`src/rtl/ehgu_ram_sdp_pipe_if.sv`:
```
// Bus bundle for ehgu_ram_sdp_pipe: write port, read port and status.
// The master side drives requests; the RAM sits on the slave side.
interface ehgu_ram_sdp_pipe_if #(
  parameter int DEPTH  = 16,
  parameter int WIDTH  = 32,
  parameter int BYTE_W = 8
);
  localparam int AW = (DEPTH > 1) ? $clog2(DEPTH) : 1;
  localparam int NB = WIDTH / BYTE_W;

  logic             init_done;
  logic             wenable;
  logic [AW-1:0]    waddr;
  logic [WIDTH-1:0] wdata;
  logic [NB-1:0]    wbe;
  logic             winj_par;
  logic             renable;
  logic [AW-1:0]    raddr;
  logic [WIDTH-1:0] rdata;
  logic             rvalid;
  logic             rerr;

  modport master (
    input  init_done, rdata, rvalid, rerr,
    output wenable, waddr, wdata, wbe, winj_par, renable, raddr
  );

  modport slave (
    output init_done, rdata, rvalid, rerr,
    input  wenable, waddr, wdata, wbe, winj_par, renable, raddr
  );
endinterface

```
`src/rtl/ehgu_ram_sdp_pipe.sv`:
```
// ehgu_ram_sdp_pipe: single-clock simple-dual-port RAM with byte enables,
// 1- or 2-cycle read pipeline, selectable read-during-write policy and a
// post-reset clear sequencer.
// Optional feature: define EHGU_RAM_PARITY_EN for one even-parity bit per
// byte lane, with write-side error injection and read-side error flag.
module ehgu_ram_sdp_pipe #(
  parameter int DEPTH      = 16,
  parameter int WIDTH      = 32,
  parameter int BYTE_W     = 8,
  parameter int RD_LAT     = 1,
  parameter int RDW_MODE   = 0,
  parameter int CLR_ON_RST = 1
) (
  input  logic               clk,
  input  logic               rst_n,
  ehgu_ram_sdp_pipe_if.slave bus
);
  localparam int AW = (DEPTH > 1) ? $clog2(DEPTH) : 1;
  localparam int NB = WIDTH / BYTE_W;
  localparam int unsigned DEPTH_U = DEPTH;

  typedef enum logic {CLEAR, READY} state_t;

  state_t        state, state_next;
  logic [AW-1:0] clr_cnt, clr_cnt_next;
  logic          clr_we;
  logic          init_q;
  logic          ready;
  logic          w_ok;
  logic          r_acc;

  logic [WIDTH-1:0] mem [DEPTH];

  logic [WIDTH-1:0] rd_word;
  logic             rd_err;

  logic [WIDTH-1:0] s1_data;
  logic             s1_valid;
  logic             s1_err;

  assign ready = (state == READY);
  assign w_ok  = ready && bus.wenable && (32'(bus.waddr) < DEPTH_U);
  assign r_acc = ready && bus.renable;
  assign bus.init_done = init_q;

  // State register, clear address counter and registered init_done
  always_ff @(posedge clk or negedge rst_n) begin
    if (!rst_n) begin
      if (CLR_ON_RST != 0) state <= CLEAR;
      else                 state <= READY;
      clr_cnt <= '0;
      init_q  <= 1'b0;
    end else begin
      state   <= state_next;
      clr_cnt <= clr_cnt_next;
      init_q  <= (state == READY);
    end
  end

  // Clear sequencer: zero one word per cycle, then hand over to READY
  always_comb begin
    state_next   = state;
    clr_cnt_next = clr_cnt;
    clr_we       = 1'b0;
    case (state)
      CLEAR: begin
        clr_we = 1'b1;
        if (32'(clr_cnt) == DEPTH_U - 32'd1) begin
          state_next   = READY;
          clr_cnt_next = '0;
        end else begin
          clr_cnt_next = clr_cnt + AW'(1);
        end
      end
      READY: begin
        state_next = READY;
      end
    endcase
  end

  // Data array: clear writes take priority, user writes update enabled lanes
  always_ff @(posedge clk) begin
    if (clr_we) begin
      mem[clr_cnt] <= '0;
    end else if (w_ok) begin
      for (int i = 0; i < NB; i++) begin
        if (bus.wbe[i]) mem[bus.waddr][i*BYTE_W +: BYTE_W] <= bus.wdata[i*BYTE_W +: BYTE_W];
      end
    end
  end

`ifdef EHGU_RAM_PARITY_EN
  logic [NB-1:0] par_mem [DEPTH];
  logic [NB-1:0] wpar;
  logic [NB-1:0] rd_par;

  // Write-side parity per lane, optionally inverted for error injection
  always_comb begin
    wpar = '0;
    for (int i = 0; i < NB; i++) begin
      wpar[i] = (^bus.wdata[i*BYTE_W +: BYTE_W]) ^ bus.winj_par;
    end
  end

  // Parity array follows the data array lane by lane
  always_ff @(posedge clk) begin
    if (clr_we) begin
      par_mem[clr_cnt] <= '0;
    end else if (w_ok) begin
      for (int i = 0; i < NB; i++) begin
        if (bus.wbe[i]) par_mem[bus.waddr][i] <= wpar[i];
      end
    end
  end
`else
  logic unused_winj_par;
  assign unused_winj_par = bus.winj_par;
`endif

  // Read word selection: out-of-range reads give zero, optional write bypass
  always_comb begin
    rd_word = '0;
    rd_err  = 1'b0;
`ifdef EHGU_RAM_PARITY_EN
    rd_par  = '0;
`endif
    if (32'(bus.raddr) < DEPTH_U) begin
      rd_word = mem[bus.raddr];
`ifdef EHGU_RAM_PARITY_EN
      rd_par  = par_mem[bus.raddr];
`endif
      if ((RDW_MODE != 0) && w_ok && (bus.waddr == bus.raddr)) begin
        for (int i = 0; i < NB; i++) begin
          if (bus.wbe[i]) begin
            rd_word[i*BYTE_W +: BYTE_W] = bus.wdata[i*BYTE_W +: BYTE_W];
`ifdef EHGU_RAM_PARITY_EN
            rd_par[i] = wpar[i];
`endif
          end
        end
      end
`ifdef EHGU_RAM_PARITY_EN
      for (int i = 0; i < NB; i++) begin
        if (rd_par[i] != (^rd_word[i*BYTE_W +: BYTE_W])) rd_err = 1'b1;
      end
`endif
    end
  end

  // Read stage 1: sample the array; data holds when no read is accepted
  always_ff @(posedge clk or negedge rst_n) begin
    if (!rst_n) begin
      s1_data  <= '0;
      s1_valid <= 1'b0;
      s1_err   <= 1'b0;
    end else begin
      s1_valid <= r_acc;
      s1_err   <= r_acc && rd_err;
      if (r_acc) s1_data <= rd_word;
    end
  end

  generate
    if (RD_LAT == 2) begin : g_lat2
      logic [WIDTH-1:0] s2_data;
      logic             s2_valid;
      logic             s2_err;

      // Read stage 2: pure one-cycle delay of stage 1, holding data when idle
      always_ff @(posedge clk or negedge rst_n) begin
        if (!rst_n) begin
          s2_data  <= '0;
          s2_valid <= 1'b0;
          s2_err   <= 1'b0;
        end else begin
          s2_valid <= s1_valid;
          s2_err   <= s1_valid && s1_err;
          if (s1_valid) s2_data <= s1_data;
        end
      end

      assign bus.rdata  = s2_data;
      assign bus.rvalid = s2_valid;
      assign bus.rerr   = s2_err;
    end else begin : g_lat1
      assign bus.rdata  = s1_data;
      assign bus.rvalid = s1_valid;
      assign bus.rerr   = s1_err;
    end
  endgenerate

`ifndef SYNTHESIS
  // Simulation notice for same-address read/write collisions
  always @(posedge clk) begin
    if (rst_n && ready && bus.wenable && bus.renable && (bus.waddr == bus.raddr))
      $display("[ehgu_ram_sdp_pipe] %m: same-address read/write at addr %0d", bus.waddr);
  end
`endif
endmodule
```
`src/flat_wrapper.sv`:
```
// flat-port wrapper written by rule: the top's interface ports become plain ports
module ehgu_ram_sdp_pipe_flat 
#(
  parameter int DEPTH      = 16,
  parameter int WIDTH      = 32,
  parameter int BYTE_W     = 8,
  parameter int RD_LAT     = 1,
  parameter int RDW_MODE   = 0,
  parameter int CLR_ON_RST = 1
)
  (clk, rst_n, bus_init_done, bus_rdata, bus_rvalid, bus_rerr, bus_wenable, bus_waddr, bus_wdata, bus_wbe, bus_winj_par, bus_renable, bus_raddr);
  ehgu_ram_sdp_pipe_if #(.DEPTH(DEPTH), .WIDTH(WIDTH), .BYTE_W(BYTE_W)) bus_i ();
  input  logic clk;
  input  logic rst_n;
  output wire logic [$bits(bus_i.init_done)-1:0] bus_init_done;
  output wire logic [$bits(bus_i.rdata)-1:0] bus_rdata;
  output wire logic [$bits(bus_i.rvalid)-1:0] bus_rvalid;
  output wire logic [$bits(bus_i.rerr)-1:0] bus_rerr;
  input wire logic [$bits(bus_i.wenable)-1:0] bus_wenable;
  input wire logic [$bits(bus_i.waddr)-1:0] bus_waddr;
  input wire logic [$bits(bus_i.wdata)-1:0] bus_wdata;
  input wire logic [$bits(bus_i.wbe)-1:0] bus_wbe;
  input wire logic [$bits(bus_i.winj_par)-1:0] bus_winj_par;
  input wire logic [$bits(bus_i.renable)-1:0] bus_renable;
  input wire logic [$bits(bus_i.raddr)-1:0] bus_raddr;
  assign bus_init_done = bus_i.init_done;
  assign bus_rdata = bus_i.rdata;
  assign bus_rvalid = bus_i.rvalid;
  assign bus_rerr = bus_i.rerr;
  assign bus_i.wenable = bus_wenable;
  assign bus_i.waddr = bus_waddr;
  assign bus_i.wdata = bus_wdata;
  assign bus_i.wbe = bus_wbe;
  assign bus_i.winj_par = bus_winj_par;
  assign bus_i.renable = bus_renable;
  assign bus_i.raddr = bus_raddr;
  ehgu_ram_sdp_pipe #(.DEPTH(DEPTH), .WIDTH(WIDTH), .BYTE_W(BYTE_W), .RD_LAT(RD_LAT), .RDW_MODE(RDW_MODE), .CLR_ON_RST(CLR_ON_RST)) u_core (.clk(clk), .rst_n(rst_n), .bus(bus_i));
endmodule
```
`config.mk`:
```
export PLATFORM = sky130hd
export DESIGN_NAME = ehgu_ram_sdp_pipe_flat
export DESIGN_NICKNAME = d
export VERILOG_FILES = /design/src/rtl/ehgu_ram_sdp_pipe_if.sv /design/src/rtl/ehgu_ram_sdp_pipe.sv /design/src/flat_wrapper.sv
export SDC_FILE = /design/constraint.sdc
export NUM_CORES = 1
export LEC_CHECK = 0
export BUFFER_PORTS_ARGS = -buffer_cell sky130_fd_sc_hd__buf_2
export CORE_MARGIN = 8
export CORE_UTILIZATION = 50
export DETAILED_ROUTE_END_ITERATION = 8
export PLACE_DENSITY_LB_ADDON = 0.3
export REMOVE_ABC_BUFFERS = 1
export SLEW_MARGIN = 20
export SYNTH_ARGS = -nofsm -noshare
export SYNTH_HDL_FRONTEND = slang
export SYNTH_SLANG_ARGS = --single-unit
```
`constraint.sdc`:
```
create_clock -name clk -period 2.66 [get_ports clk]
set_clock_uncertainty 0.1 [all_clocks]
set_input_delay 0 -clock clk [delete_from_list [all_inputs] [get_ports clk]]
set_output_delay 0 -clock clk [all_outputs]
set_load 0.02 [all_outputs]
```
==> results.txt <==
CTS saw 551 sinks. The worst setup path is launched from a flop. The final hold violation count was 0. The worst path needs 2.45 ns of the cycle, external delays included. The tools report the fraction of the yosys area taken by sequential cells as 74.5%.

Yosys mapped a number of flops with a built-in enable equal to 512. The run gives 12000 as the total number of vias. The number of slew-limit violations in the final report was 0; the count of warnings emitted by yosys was 0. Among all flip-flop cells after synthesis, the most frequent one is sky130_fd_sc_hd__edfxtp_1. Synthesis produced 1347 cells.

The run gives 869 as the initial DRC count. The portion of the clock cycle consumed by the worst path in the final layout is 91.9%, and the relative contribution of the clock network to total power is 41.1%. TritonCTS built the clock tree.

For this design the ratio of total power to cell area is 714 nW/µm². IR analysis of the VDD net gives a maximum drop of 0.000551 V. The net count of the finished layout is 1569. Net switching is 21.1% of the power. Across the run, the number of max-cap violations was 0.

Measured against its own limit, the worst slew margin works out to 36.2%. The run gives 18.8% as the global-route total usage across every layer. After synthesis the cells add up to 21900 µm². The number of register bits inferred by synthesis came out at 551.

The floorplan step set the die height to 226 µm. For this design, the slowest cell found on the critical path is sky130_fd_sc_hd__mux2i_2. Wire segments on met2 add up to 24.1 mm in the final route. The H-tree generated during clock tree synthesis spans 2 levels. Global placement routability congestion: 0.758. The cell taking the most area after synthesis was sky130_fd_sc_hd__edfxtp_1. The post-detailed-route DRC marker count was 0; the area share of the largest cell type after synthesis was 70.0%. The type of the setup path with the least slack was reg2reg.

In the post-route analysis, the smallest setup slack over all paths is 0.214 ns. The analysis attributes to cell leakage a power of 0.00993 µW. The delay of the slowest cell on the worst path is 0.46 ns, and the mean post-synth cell area is 16.3 µm².

Summed over all nets, the switching power comes to 3860 µW. Summed over all nets, wire length on met3 after detailed routing comes to 2.33 mm. The cell row count is 76. After detailed routing, the number of vias per cell comes to 5.59.

For this run, the detailed router's first-pass iteration total came to 7. The filler cells instantiated in the layout total 3242. The clock transition at the register clock pins on the worst setup and hold paths after CTS works out to 0.06 ns. The remaining global-route overflow is 0. Routed signal wires occupy layers up through met5. The logs give 6 for the initial antenna violation count and 3 for the maximum buffer depth of the clock tree.

The global-route wire length before repair was 73.1 mm. The design draws 18300 µW. Input and output buffers added on the ports amount to 81. The worst hold path belongs to the class in2reg. Compared with the post-synthesis result, the final layout area differs by 16.5%.

The sequential power share was 52.6%; the critical path arrival was 2.67 ns. Setup repair after global routing left no endpoint under its margin. The share of post-route cells with drive strength above 1 works out to 18.6%.

84 I/O pins were placed. Detailed-routing wirelength on met1: 19.8 mm. From left edge to right edge, the die measures 226 µm.

The run gives 50900 µm² as the area of the die. Once the clock tree was built, the resizer swapped 0 gates to a different size. The tree is rooted in a sky130_fd_sc_hd__clkbuf_16. The number of setup buffers added after CTS is 0. The internal power of the cells totals 14400 µW. The detail-routed net length per standard cell is 22.2 µm, and the post-placement worst setup slack is 0.231 ns. For the fraction of power consumed by combinational cells, the log shows 6.3%.

The run gives 0.58 ns as the clock latency on the worst-skew pair. The maximum clock frequency came out at 409 MHz. The netlist uses 35 different library cells. STA classifies the critical path endpoint as a flop. Sorting the synthesized cells by area gives the leading types as sky130_fd_sc_hd__edfxtp_1 70%, sky130_fd_sc_hd__mux2i_1 12%, sky130_fd_sc_hd__dfrtp_1 4.4%. The maximum fanout encountered on the critical timing path came out at 18. The tools report the starting density of the core as 50.8%. The via count of the first global-routing pass was 12400. At the pin with the least slew margin, the transition time is 0.953 ns.

The logs give 52 for the number of buffers inserted during clock tree synthesis and 65 for the maximum number of pins on one net before global-route repair. For the required time at the worst-slack endpoint, the log shows 2.88 ns. The signal on the critical path passes through nand2_2 > nor2_4 > buf_4 > mux2i_2 > buf_4 > nor3_1 > buf_4. The detail route stage leaves a number of antenna-violating nets equal to 0.

The most used cell along the critical path is sky130_fd_sc_hd__buf_4. The post-detailed-routing wire length was 47.7 mm; the share of flip-flops with an asynchronous set or reset was 7.08%. The run finished with clean final reports. The final setup violation count is 0, and the HPWL after detailed placement is 29.3 mm.

The region available for standard cell placement spans 43200 µm².
power by group through the flow:
stage / Combinational (µW) / Clock (µW) / Sequential (µW)
2_1_floorplan: 497 / 0 / 9860
3_3_place_gp: 1120 / 0 / 9790
3_5_place_dp: 1140 / 0 / 9790
4_1_cts: 1170 / 7610 / 9610
5_1_grt: 1240 / 7910 / 9610
6_report: 1150 / 7500 / 9610
metrics by stage:
step           cells  TNS [ns]  utilization, %  cell area [µm²]  hold slack [ns]
4_1_cts         2149         0            59.2            25600          0.00167
2_1_floorplan   1263    -26.06               -            21500           -0.396
3_3_place_gp    2026         0            54.6            23600          -0.0495
6_report        2152         0            59.3            25600          0.00558
3_5_place_dp    2026         0            54.6            23600          -0.0509
5_1_grt         2150         0            59.2            25600           0.0337
what timing repair did:
item                                    in CTS  in global routing
hold endpoints to repair                   315                  0
hold buffers                                25                  0
endpoints found under the setup margin       0                  1
synth_stat cells (2+ instances only):
cell,count
sky130_fd_sc_hd__buf_2,35
sky130_fd_sc_hd__and2_1,33
sky130_fd_sc_hd__buf_4,4
sky130_fd_sc_hd__dfrtp_1,39
sky130_fd_sc_hd__a22oi_1,75
sky130_fd_sc_hd__o21ai_0,2
sky130_fd_sc_hd__edfxtp_1,512
sky130_fd_sc_hd__nand4_1,21
sky130_fd_sc_hd__buf_1,10
sky130_fd_sc_hd__a21oi_1,33
sky130_fd_sc_hd__nand3_1,76
sky130_fd_sc_hd__a21boi_1,4
sky130_fd_sc_hd__nor2b_1,10
sky130_fd_sc_hd__nand2b_1,2
sky130_fd_sc_hd__nor3_2,9
sky130_fd_sc_hd__nor3_1,55
sky130_fd_sc_hd__mux2i_4,5
sky130_fd_sc_hd__buf_6,4
sky130_fd_sc_hd__mux2i_1,256
sky130_fd_sc_hd__nand2_1,112
sky130_fd_sc_hd__clkbuf_1,30
sky130_fd_sc_hd__mux2_4,2
sky130_fd_sc_hd__nor2_1,6
worst paths after layout:
path | startpoint | end | slack [ns] | depth (start not counted)
min in group asynchronous | rst_n | u_core.bus.rdata[14] | 0.52 | 4
setup reg to reg | u_core.ready | u_core.mem[6][31] | 0.21 | 7
max in group asynchronous | rst_n | u_core.bus.rdata[1] | 0.67 | 4
hold reg to reg | u_core.bus.rdata[26] | u_core.bus.rdata[26] | 0.37 | 2
setup / recovery | u_core.ready | u_core.mem[6][31] | 0.21 | 7
hold / removal | bus_wdata[21] | u_core.mem[10][21] | 0.006 | 2
kinds of logic after synthesis:
kind of cell	after synthesis	synth area share, %
mux	265	12.4
compound gates	116	3.57
other cells	1	0.0171
buf+inv	85	1.91
fa+ha+maj	1	0.0570
simple gates	327	7.47
xor+xnor	1	0.0399
flops	551	74.5
metal layers:
| metal | vias up | global-route usage [%] |
|---|---|---|
| li1 | 5551 | - |
| met1 | 6108 | 23.8 |
| met2 | 289 | 32.3 |
| met3 | 85 | 3.08 |
| met4 | 2 | 6.77 |
| met5 | - | 0 |
worst max-delay path: cells and delay by family, from the launching register on:
| family | cells | cell delay, ns |
|---|---|---|
| buffers and inverters | 3 | 0.80 |
| flip-flops | 1 | 0.36 |
| multiplexers | 1 | 0.46 |
| AND/OR/NAND/NOR | 3 | 0.46 |
state kept, by name, summed over array words and instances, names as in the netlist:
signal,cells
u_core.bus.rdata,32
u_core.bus.rvalid,1
u_core.clr_cnt,4
u_core.mem,512
u_core.ready,1
u_core.bus.init_done,1
cell type report:
class | instances | area, µm² | share of cell area, %
inverters | 1 | 3.75 | 0.0147
repair buffers | 202 | 1500 | 5.85
multi-input cells | 711 | 5230 | 20.4
flip-flops and latches | 551 | 16400 | 63.9
well taps | 585 | 732 | 2.86
clock buffers | 73 | 1470 | 5.75
diodes | 4 | 10.0 | 0.0391
clock inverters | 25 | 289 | 1.13
placed cells by master, fill, tap and decap left out, drive strengths merged:
master,instances
ha,1
xnor2,1
a22oi,75
a21boi,4
and2,33
a31o,1
nand2b,2
buf,178
a21oi,33
edfxtp,512
dfrtp,39
nor3,64
diode,4
clkbuf,73
nor4,1
clkinv,16
dlygate4sd3,24
clkinvlp,1
nand2,113
o21ai,2
nor2b,10
mux2,3
inv,3
o31ai,1
nor2,7
conb,1
nand3,76
nand4,21
bufinv,6
mux2i,262
Power figures use the tool's default switching activity.
